$ cat config.mk
export PLATFORM = sky130hd
export DESIGN_NAME = fpu_writeback_stage
export DESIGN_NICKNAME = d
export VERILOG_FILES = /design/src/rtl/fpu_writeback_stage.sv
export SDC_FILE = /design/constraint.sdc
export NUM_CORES = 1
export LEC_CHECK = 0
export ABC_AREA = 1
export CAP_MARGIN = 20
export CORE_MARGIN = 4
export CORE_UTILIZATION = 53
export DETAILED_ROUTE_END_ITERATION = 16
export PLACE_DENSITY = 0.85
export SYNTH_ARGS = -nofsm -noshare
export SYNTH_HDL_FRONTEND = slang
export SYNTH_SLANG_ARGS = --single-unit
$ cat constraint.sdc
create_clock -name clk -period 10.2 [get_ports clk]
set_input_delay 1.53 -clock clk [delete_from_list [all_inputs] [get_ports clk]]
set_output_delay 1.53 -clock clk [all_outputs]
set_load 0.03 [all_outputs]
$ cat src/rtl/fpu_writeback_stage.sv
`default_nettype none
// ============================================================================
// Module      : fpu_writeback_stage
// Description : Registered FPU result buffer that formats each result for the
//               register file, with sticky fflags and a commit counter.
// Revision    : 1.0 - initial release
// ============================================================================
module fpu_writeback_stage #(
    parameter int DEPTH = 2,
    parameter int TAG_W = 5
) (
    input  logic             clk,
    input  logic             rst,
    input  logic             in_valid,
    output logic             in_ready,
    input  logic [6:0]       in_func7,
    input  logic [TAG_W-1:0] in_tag,
    input  logic [63:0]      in_result,
    input  logic [4:0]       in_flags,
    input  logic             in_cmp,
    output logic             out_valid,
    input  logic             out_ready,
    output logic [TAG_W-1:0] out_tag,
    output logic [63:0]      out_data,
    output logic             out_is_fp,
    output logic [4:0]       out_flags,
    input  logic             csr_we,
    input  logic [4:0]       csr_wdata,
    output logic [4:0]       fflags,
    output logic [31:0]      ops_committed
);

    localparam int c_PTR_W = $clog2(DEPTH);
    localparam int c_CNT_W = c_PTR_W + 1;
    localparam logic [c_CNT_W-1:0] c_full_count = c_CNT_W'(DEPTH);

    localparam logic [6:0] c_func_fadd_s = 7'b0000000;
    localparam logic [6:0] c_func_fsub_s = 7'b0000100;
    localparam logic [6:0] c_func_fcmp_s = 7'b1010000;
    localparam logic [6:0] c_func_fcmp_d = 7'b1010001;

    logic [TAG_W-1:0]   mem_tag_q   [DEPTH];
    logic [63:0]        mem_data_q  [DEPTH];
    logic               mem_is_fp_q [DEPTH];
    logic [4:0]         mem_flags_q [DEPTH];

    logic [c_PTR_W-1:0] wr_ptr_q, wr_ptr_d;
    logic [c_PTR_W-1:0] rd_ptr_q, rd_ptr_d;
    logic [c_CNT_W-1:0] count_q, count_d;
    logic [4:0]         fflags_q, fflags_d;
    logic [31:0]        ops_q, ops_d;

    logic               w_push;
    logic               w_pop;
    logic [63:0]        entry_data_d;
    logic               entry_is_fp_d;
    logic [4:0]         w_head_flags;

    assign in_ready      = (count_q != c_full_count);
    assign out_valid     = (count_q != '0);
    assign w_push        = in_valid && in_ready;
    assign w_pop         = out_valid && out_ready;

    assign out_tag       = mem_tag_q[rd_ptr_q];
    assign out_data      = mem_data_q[rd_ptr_q];
    assign out_is_fp     = mem_is_fp_q[rd_ptr_q];
    assign out_flags     = mem_flags_q[rd_ptr_q];
    assign w_head_flags  = w_pop ? mem_flags_q[rd_ptr_q] : 5'b00000;

    assign fflags        = fflags_q;
    assign ops_committed = ops_q;

    // Results are stored already formatted so the head can drive out_* directly.
    always_comb begin
        entry_data_d  = in_result;
        entry_is_fp_d = 1'b1;
        case (in_func7)
            c_func_fadd_s, c_func_fsub_s: begin
                entry_data_d = {32'hFFFF_FFFF, in_result[31:0]};
            end
            c_func_fcmp_s, c_func_fcmp_d: begin
                entry_data_d  = {63'b0, in_cmp};
                entry_is_fp_d = 1'b0;
            end
            default: begin
                entry_data_d  = in_result;
                entry_is_fp_d = 1'b1;
            end
        endcase
    end

    always_comb begin
        wr_ptr_d = wr_ptr_q;
        rd_ptr_d = rd_ptr_q;
        count_d  = count_q;
        fflags_d = fflags_q;
        ops_d    = ops_q;

        if (w_push) begin
            wr_ptr_d = wr_ptr_q + c_PTR_W'(1);
        end
        if (w_pop) begin
            rd_ptr_d = rd_ptr_q + c_PTR_W'(1);
            ops_d    = ops_q + 32'd1;
        end

        case ({w_push, w_pop})
            2'b10:   count_d = count_q + c_CNT_W'(1);
            2'b01:   count_d = count_q - c_CNT_W'(1);
            default: count_d = count_q;
        endcase

        // A software write replaces the accrued value but must not lose a retiring entry's flags.
        if (csr_we) begin
            fflags_d = csr_wdata | w_head_flags;
        end else if (w_pop) begin
            fflags_d = fflags_q | w_head_flags;
        end
    end

    always_ff @(posedge clk) begin
        if (rst) begin
            wr_ptr_q <= '0;
            rd_ptr_q <= '0;
            count_q  <= '0;
            fflags_q <= 5'b00000;
            ops_q    <= 32'd0;
        end else begin
            wr_ptr_q <= wr_ptr_d;
            rd_ptr_q <= rd_ptr_d;
            count_q  <= count_d;
            fflags_q <= fflags_d;
            ops_q    <= ops_d;
        end
    end

    always_ff @(posedge clk) begin
        if (w_push) begin
            mem_tag_q[wr_ptr_q]   <= in_tag;
            mem_data_q[wr_ptr_q]  <= entry_data_d;
            mem_is_fp_q[wr_ptr_q] <= entry_is_fp_d;
            mem_flags_q[wr_ptr_q] <= in_flags;
        end
    end

endmodule
`default_nettype wire

* Word level (Yosys, flattened, before mapping)
Memory sizes are Yosys's and may differ from the RTL's. A register that Yosys moved wholly into a read port is not among the register bits.
Cells that the tools add are included.
** Word-level totals
- Register bits after elaboration :: 41
- Bits in writable memories :: 150
- Input port bits :: 92
- Output and inout bits :: 114
- Word-level logic and storage cells :: 46
- Memories kept :: 4
** Cells by class
- $add $sub $neg :: 5
- Eq/ne operators :: 6
- Multiplexer cells :: 16
- Bitwise gates (word level) :: 2
- Reduce and logical (&&, ||, !) cells :: 8
** Memories
- mem_data_q :: depth 2, width 64, rd ports 1, clocked after memory_dff 1, write ports 1, line 43 : logic [63:0] mem_data_q [DEPTH];
- mem_flags_q :: depth 2, width 5, rd ports 1, clocked after memory_dff 1, write ports 1, line 45 : logic [4:0] mem_flags_q [DEPTH];
- mem_tag_q :: depth 2, width 5, rd ports 1, clocked after memory_dff 1, write ports 1, line 42 : logic [TAG_W-1:0] mem_tag_q [DEPTH];
- mem_is_fp_q :: depth 2, width 1, rd ports 1, clocked after memory_dff 1, write ports 1, line 44 : logic mem_is_fp_q [DEPTH];
** Operators by type and width (number)
- one-hot mux 64 bit (2 select lines) :: 1
- adder 32 x 1 -> 32 bit (second input constant) :: 1
- 2-to-1 mux 5 bit :: 3
- == test 7 bit (second input constant) :: 2
- 2-to-1 mux 1 bit :: 11
- OR 5 bit :: 2
- == test 7 x 3 -> 1 bit (second input constant) :: 1
- logical NOT 7 bit :: 1
- nonzero test 2 bit :: 3
- one-hot mux 2 bit (2 select lines) :: 1
- OR reduction 2 bit :: 2
- adder 1 bit (second input constant) :: 2
- adder 2 x 1 -> 2 bit (second input constant) :: 1
- == test 2 x 1 -> 1 bit (second input constant) :: 1
- == test 2 bit (second input constant) :: 1
- logical AND 1 bit :: 2
- != test 2 bit (second input constant) :: 1
- subtractor 2 x 1 -> 2 bit (second input constant) :: 1

* Longest topological paths before layout
Gate-level depths: netlist (run 1).
- Depth in word-level cells :: 6
- Depth in mapped cells :: 10
- Depth with buffers taken out :: 10

* Worst setup path before layout (run 1)
OpenSTA, ideal clock, no wires.
- Path type :: input to register
- Start :: in in_valid
- End :: mem mem_data_q[1][0] (enable)
- Library setup time :: 0.510 ns
- Data arrival time :: 4.790 ns
- Required time :: 9.690 ns
- Path slack :: 4.900 ns
- Stages :: 2
- Path buffers :: 0
- Cell sequence :: nand2_1 > nor2_1
** Between the ends
- Cells in the longest elaborated chain, start to end :: 3
** RTL lines
- start, declared :: line 14 : input logic in_valid,
- logical AND 1 bit :: line 61 : assign w_push = in_valid && in_ready;
- 2-to-1 mux 1 bit :: line 138 : if (w_push) begin
- 2-to-1 mux 1 bit (implied by the code) :: line 140 : mem_data_q[wr_ptr_q] <= entry_data_d;
- end, declared :: line 43
No other way between the ends.

==> impl_metrics.env, run 1 <==
export IMPL_run_status="finished clean"
export IMPL_drt_pre_antenna_iters=4
export IMPL_timing_worst_slew_pin_value_ns=1.04
export IMPL_post_cts_buffers=0
export IMPL_synth_top_area_frac=0.550
export IMPL_tritoncts="done"
export IMPL_final_antenna_net_count=0
export IMPL_fill_cells=1051
export IMPL_track_usage=0.211
export IMPL_grt_max_degree=76
export IMPL_vias_per_cell=5.14
export IMPL_post_route_min_period_ns=4.07
export IMPL_gr_total_overflow=0
export IMPL_power_density_nw_per_um2=212
export IMPL_slowest_stage="sky130_fd_sc_hd__dfxtp_4"
export IMPL_total_leakage_power_nw=4.18
export IMPL_syn2layout_area_growth_pct=34.8
export IMPL_synth_top_cells_by_area="sky130_fd_sc_hd__edfxtp_1 (55%), sky130_fd_sc_hd__mux2_2 (10%), sky130_fd_sc_hd__dfxtp_1 (10%)"
export IMPL_crit_chain="mux2_2 > clkdlybuf4s50_1"
export IMPL_max_slew_margin=0.309
export IMPL_finClkSkew_ns=0.0114
export IMPL_die_x_um=132
export IMPL_detailedPlacementHpwl_mm=12.6
export IMPL_port_buffers=205
export IMPL_routed_wirelength_mm=18.7
export IMPL_initial_utilization=0.539
export IMPL_die_y_um=132
export IMPL_timing_max_transition_violations_final=0
export IMPL_vias_in_the_first_global_route=5765
export IMPL_gp_routability_congestion=0.844
export IMPL_clk_latency_ns=0.42
export IMPL_setup_worst_path_class="reg -> out"
export IMPL_io_pins=206
export IMPL_worst_path_dominant_cell_family="flip-flops"
export IMPL_fin_setup_tns_ns=0
export IMPL_numClockSinks=192
export IMPL_clock_tree_root_driver_cell="sky130_fd_sc_hd__clkbuf_16"
export IMPL_insertedDiodeCount=0
export IMPL_syn_mean_instance_area_sq_um=11.3
export IMPL_drt_iter0_drc=377
export IMPL_cts_htree_levels=4
export IMPL_syn_num_nets=817
export IMPL_drv_max_cap_violation_count=0
export IMPL_critPathRequiredTime_ns=8.67
export IMPL_detail_route_wl_per_cell_um=16.6
export IMPL_critPathMaxFanout=75
export IMPL_yosysUniqueCellTypes=31
export IMPL_min_period_over_period=0.399
export IMPL_arrival_ns=2.54
export IMPL_die_area_sq_um=17500
export IMPL_cts_path_max_buffers=2
export IMPL_final_hold_slack_ns=0.449
export IMPL_worst_hold_path_type="reg -> reg"
export IMPL_cts_resized_gates=0
export IMPL_post_route_cells_drive_above_1_share=0.143
export IMPL_achievable_frequency_mhz=246
export IMPL_setup_violations_final=0
export IMPL_holdBufCountCts=0
export IMPL_unrepaired_setup_endpoints_after_global_routing="no"
export IMPL_postSynthRegisterBits=192
export IMPL_placementRows=45
export IMPL_irDropWorstVdd_uv=111
export IMPL_global_route_wire_length_before_repair_mm=29.1
export IMPL_cp_slowest_stage_delay_ns=0.99
export IMPL_synthCells=723
export IMPL_routed_via_count=5808
export IMPL_placed_cells_incl_taps=1097
export IMPL_worstPathBufferInverterCount=1
export IMPL_core_region_area_sq_um=15200
export IMPL_setup_worst_path_end_class="output pin"
export IMPL_ys_warnings_count=0
export IMPL_cts_inserted_buffers=17
export IMPL_non_filler_instances=1129
export IMPL_clkSlewWorstSetupHoldPaths_ns=0.06
export IMPL_antenna_found_initial=0
export IMPL_sequential_to_total_area_share_from_yosys_stat=0.652
export IMPL_hold_violations=0
export IMPL_post_route_drc_count=0
export IMPL_final_net_count=1022
export IMPL_cell_taking_the_most_area_after_synthesis="sky130_fd_sc_hd__edfxtp_1"
export IMPL_setup_worst_path_start_class="flop"
export IMPL_synthesis_area_sq_um=8200
## cells in the mapped netlist (all sizes together)
cell,number
nor3b,2
a31oi,1
o21ai,13
nand3b,1
dfxtp,42
clkbuf,10
and3b,1
nand4,5
nor3,8
edfxtp,150
xor2,1
a21oi,26
nor2,97
ha,2
nand2,165
mux2,75
buf,13
o21bai,1
inv,83
nand3,22
mux2i,5
## path summary, 6_finish.rpt
check | startpoint | to | slack, ns | depth (start not counted)
worst max-delay path | flop | out_data[36] | 6.13 | 2
worst min-delay path | rd_ptr_q | flop | 0.45 | 1
worst max register to register | count_q[0] | mem_flags_q[1][3] | 7.92 | 5
worst min register to register | rd_ptr_q | flop | 0.45 | 1
## final cells by class
class / instances / area (sq um) / share of cell area
Sequential cell: 192 / 5350 / 0.484
Multi-Input combinational cell: 425 / 2450 / 0.222
Timing Repair Buffer: 209 / 2100 / 0.190
Clock buffer: 19 / 433 / 0.0392
Inverter: 83 / 312 / 0.0282
Tap cell: 188 / 235 / 0.0213
Clock inverter: 13 / 163 / 0.0147
## cells by family after synthesis
family | Yosys count | synth area share
and+or+nand+nor | 301 | 0.158
DFF | 192 | 0.652
AOI/OAI and AO/OA | 41 | 0.0260
muxes | 80 | 0.109
buffers and inverters | 106 | 0.0504
adders and majority gates | 2 | 0.00305
xor gates and xnor gates | 1 | 0.00107
## per-layer routing
| layer | routed length (um) | global-route usage | vias to the layer above |
|---|---|---|---|
| met5 | 0 | 0 | - |
| met4 | 582 | 0.0895 | 0 |
| met3 | 1150 | 0.0584 | 41 |
| met2 | 9480 | 0.360 | 195 |
| met1 | 7490 | 0.253 | 2743 |
| li1 | - | - | 2829 |
## where the power goes
group	leakage [nW]	internal, W	switching, W	total, W
clock	0.275	0.000386	0.000280	0.000666
combinational	2.16	0.000294	0.000370	0.000664
sequential	1.74	0.000950	0.0000602	0.00101
## state kept, by name (all words and copies together), names as in the netlist, named ones only
register / flops
mem_data_q: 128
ops_committed: 32
mem_flags_q: 10
mem_tag_q: 10
fflags: 5
count_q: 2
mem_is_fp_q: 2
rd_ptr_q: 1
wr_ptr_q: 1
## cell usage in the layout (no fill, tap or decap), types with 2 or more instances in the layout
cell type	count
sky130_fd_sc_hd__mux2_2	75
sky130_fd_sc_hd__o21ai_1	2
sky130_fd_sc_hd__clkbuf_1	2
sky130_fd_sc_hd__buf_4	3
sky130_fd_sc_hd__a21oi_1	26
sky130_fd_sc_hd__nor2_1	82
sky130_fd_sc_hd__nor2_4	5
sky130_fd_sc_hd__nand3_2	2
sky130_fd_sc_hd__nor2_2	9
sky130_fd_sc_hd__dfxtp_1	41
sky130_fd_sc_hd__bufinv_16	3
sky130_fd_sc_hd__clkinv_1	2
sky130_fd_sc_hd__clkdlybuf4s50_1	205
sky130_fd_sc_hd__nand4_1	5
sky130_fd_sc_hd__clkinv_4	3
sky130_fd_sc_hd__o21ai_0	11
sky130_fd_sc_hd__nand3_1	20
sky130_fd_sc_hd__nor3_1	7
sky130_fd_sc_hd__nand2_1	160
sky130_fd_sc_hd__ha_1	2
sky130_fd_sc_hd__edfxtp_1	150
sky130_fd_sc_hd__clkinvlp_4	4
sky130_fd_sc_hd__nand2_2	5
sky130_fd_sc_hd__inv_2	2
sky130_fd_sc_hd__mux2i_1	5
sky130_fd_sc_hd__inv_1	81
sky130_fd_sc_hd__clkbuf_16	17
## metrics by stage
step                total power [W]  setup WS (ns)   util  area (sq um)
floorplan                   0.00142           4.90      -          8200
global placement            0.00169           6.43  0.686         10400
detailed placement          0.00169           6.33  0.687         10500
CTS                         0.00236           6.10  0.727         11000
global route                0.00243           6.01  0.727         11000
finish                      0.00234           6.13  0.727         11000
Note: power is estimated with default switching activity, not from simulation.
==> run 2, diff against run 1 <==
CORE_UTILIZATION = 49   (was 53)
PLACE_DENSITY = 0.8   (was 0.85)
clock period = 4.05 ns   (was 10.2 ns; I/O delays follow)
==> run 2 against run 1 <==
  * Register-to-register slack lost 5.9 ns
  * Sequential share of layout area decreased by 0.19 points
  * Power increased by 150%
  * Cell count up 3.5%
  * Routed wire length grew 2.5%
  * Clock skew is 0.0027 ns lower
  * Largest power group unchanged
  * Worst hold slack better by 0.0069 ns
  * Worst setup slack lost 5.2 ns
  * Clock power up 130%
  * Utilization down 5.3 points
  * Critical path depth up 1
  * Non-clock buffer count rose by 7
==> impl_metrics.env, run 2 (synthesis gave the netlist of run 1 again) <==
export IMPL_run_status="finished clean"
export IMPL_core_region_area_sq_um=16500
export IMPL_layout_cells_most_common_list="sky130_fd_sc_hd__clkdlybuf4s50_1 (205), sky130_fd_sc_hd__nand2_1 (160), sky130_fd_sc_hd__edfxtp_1 (150), sky130_fd_sc_hd__nor2_1 (82), sky130_fd_sc_hd__inv_1 (81)"
export IMPL_final_design_area_no_fill_sq_um=11100
export IMPL_final_net_count=1029
export IMPL_final_antenna_net_count=0
export IMPL_max_reg_flops=128
export IMPL_syn2layout_area_growth_pct=35.3
export IMPL_clkSlewWorstSetupHoldPaths_ns=0.06
export IMPL_fill_cells=1236
export IMPL_numClockSinks=192
export IMPL_initial_utilization=0.498
export IMPL_critPathRequiredTime_ns=3.44
export IMPL_place_worst_setup_slack_ns=1.37
export IMPL_drv_max_cap_violation_count=0
export IMPL_unrepaired_setup_endpoints_after_global_routing="no"
export IMPL_post_route_cells_drive_above_1_share=0.154
export IMPL_clock_tree_root_driver_cell="sky130_fd_sc_hd__clkbuf_16"
export IMPL_critPathMaxFanout=45
export IMPL_timing_worst_slew_pin_value_ns=0.919
export IMPL_mostFrequentLayoutCell="sky130_fd_sc_hd__clkdlybuf4s50_1"
export IMPL_top_register="mem_data_q"
export IMPL_holdBufCountCts=0
export IMPL_placedInstanceArea_sq_um=10500
export IMPL_detailedPlacementHpwl_mm=13.6
export IMPL_drt_iter0_drc=348
export IMPL_die_area_sq_um=18900
export IMPL_arrival_ns=2.48
export IMPL_routed_wirelength_mm=19.2
export IMPL_setup_worst_path_class="reg -> out"
export IMPL_clk_latency_ns=0.42
export IMPL_cts_path_max_buffers=2
export IMPL_setup_violations_final=0
export IMPL_placementRows=47
export IMPL_timing_max_transition_violations_final=0
export IMPL_finClkSkew_ns=0.00867
export IMPL_setup_worst_path_end_class="output pin"
export IMPL_setup_worst_path_start_class="flop"
export IMPL_gp_routability_congestion=0.844
export IMPL_port_buffers=205
export IMPL_die_y_um=137
export IMPL_tritoncts="done"
export IMPL_worst_hold_path_type="reg -> reg"
export IMPL_post_route_drc_count=0
export IMPL_cts_inserted_buffers=17
export IMPL_track_usage=0.202
export IMPL_antenna_found_initial=1
export IMPL_cts_htree_levels=4
export IMPL_vias_in_the_first_global_route=5569
export IMPL_footprint_of_the_multi_input_gates_sq_um=2450
export IMPL_total_leakage_power_nw=4.19
export IMPL_routed_via_count=5724
export IMPL_max_slew_margin=0.387
export IMPL_post_route_min_period_ns=3.09
export IMPL_detail_route_wl_per_cell_um=16.4
export IMPL_grt_max_degree=46
export IMPL_fin_setup_tns_ns=0
export IMPL_min_period_over_period=0.764
export IMPL_vias_per_cell=4.90
export IMPL_power_density_nw_per_um2=520
export IMPL_hold_violations=0
export IMPL_io_pins=206
export IMPL_register_area_sq_um=5350
export IMPL_global_route_wire_length_before_repair_mm=28.8
export IMPL_cts_resized_gates=0
export IMPL_achievable_frequency_mhz=323
export IMPL_gr_total_overflow=0
export IMPL_irDropWorstVdd_uv=359
export IMPL_drt_pre_antenna_iters=5
export IMPL_die_x_um=137
export IMPL_post_cts_buffers=0
export IMPL_layout_setup_ws_ns=0.958
-- run 2: changes by cell type in the layout (fill, tap and decap cells not counted), moves of 2 or more --
cell	delta
sky130_fd_sc_hd__clkinv_1	-2
sky130_fd_sc_hd__buf_4	+7
sky130_fd_sc_hd__bufinv_16	-3
sky130_fd_sc_hd__clkbuf_1	-2
sky130_fd_sc_hd__inv_6	+5
-- run 2: final timing paths --
check                           slack [ns]  startpoint  depth (start not counted)              end
worst max-delay path                  0.96        flop                          3     out_data[21]
worst min-delay path                  0.46    rd_ptr_q                          1             flop
worst max register to register        2.07  count_q[0]                          5  mem_tag_q[1][4]
worst min register to register        0.46    rd_ptr_q                          1             flop
-- run 2: cell type report --
| type | count | area share |
|---|---|---|
| diodes | 1 | 0.000226 |
| clock buffers | 17 | 0.0384 |
| clock inverters | 15 | 0.0113 |
| inverters | 83 | 0.0281 |
| multi-input cells | 425 | 0.221 |
| flip-flops and latches | 192 | 0.482 |
| well taps | 220 | 0.0248 |
| repair buffers | 216 | 0.194 |
-- run 2: worst max-delay path, cell delays in order, from the launching register on --
cell and delay, ns:
sky130_fd_sc_hd__dfxtp_4 0.75, sky130_fd_sc_hd__buf_4 0.31, sky130_fd_sc_hd__mux2_2 0.36, sky130_fd_sc_hd__clkdlybuf4s50_1 0.61
-- run 2: per-layer routing --
layer,part of all wire,global-route usage,vias to the layer above
li1,-,-,2845
met3,0.065,0.0519,23
met1,0.41,0.250,2696
met2,0.51,0.341,160
met4,0.019,0.0776,0
met5,0,0,-
-- run 2: power by group --
group / switching, W / total, W / internal, W
combinational: 0.000958 / 0.00172 / 0.000757
sequential: 0.000124 / 0.00251 / 0.00239
clock: 0.000739 / 0.00154 / 0.000803
-- run 2: stage by stage --
step	total power (W)	hold slack, ns	utilization	instances
after floorplan	0.00356	0.426	-	723
after global placement	0.00425	0.427	0.640	1136
after detailed placement	0.00428	0.442	0.640	1136
after CTS	0.00582	0.455	0.673	1168
after global routing	0.00602	0.503	0.673	1169
final	0.00577	0.456	0.673	1169
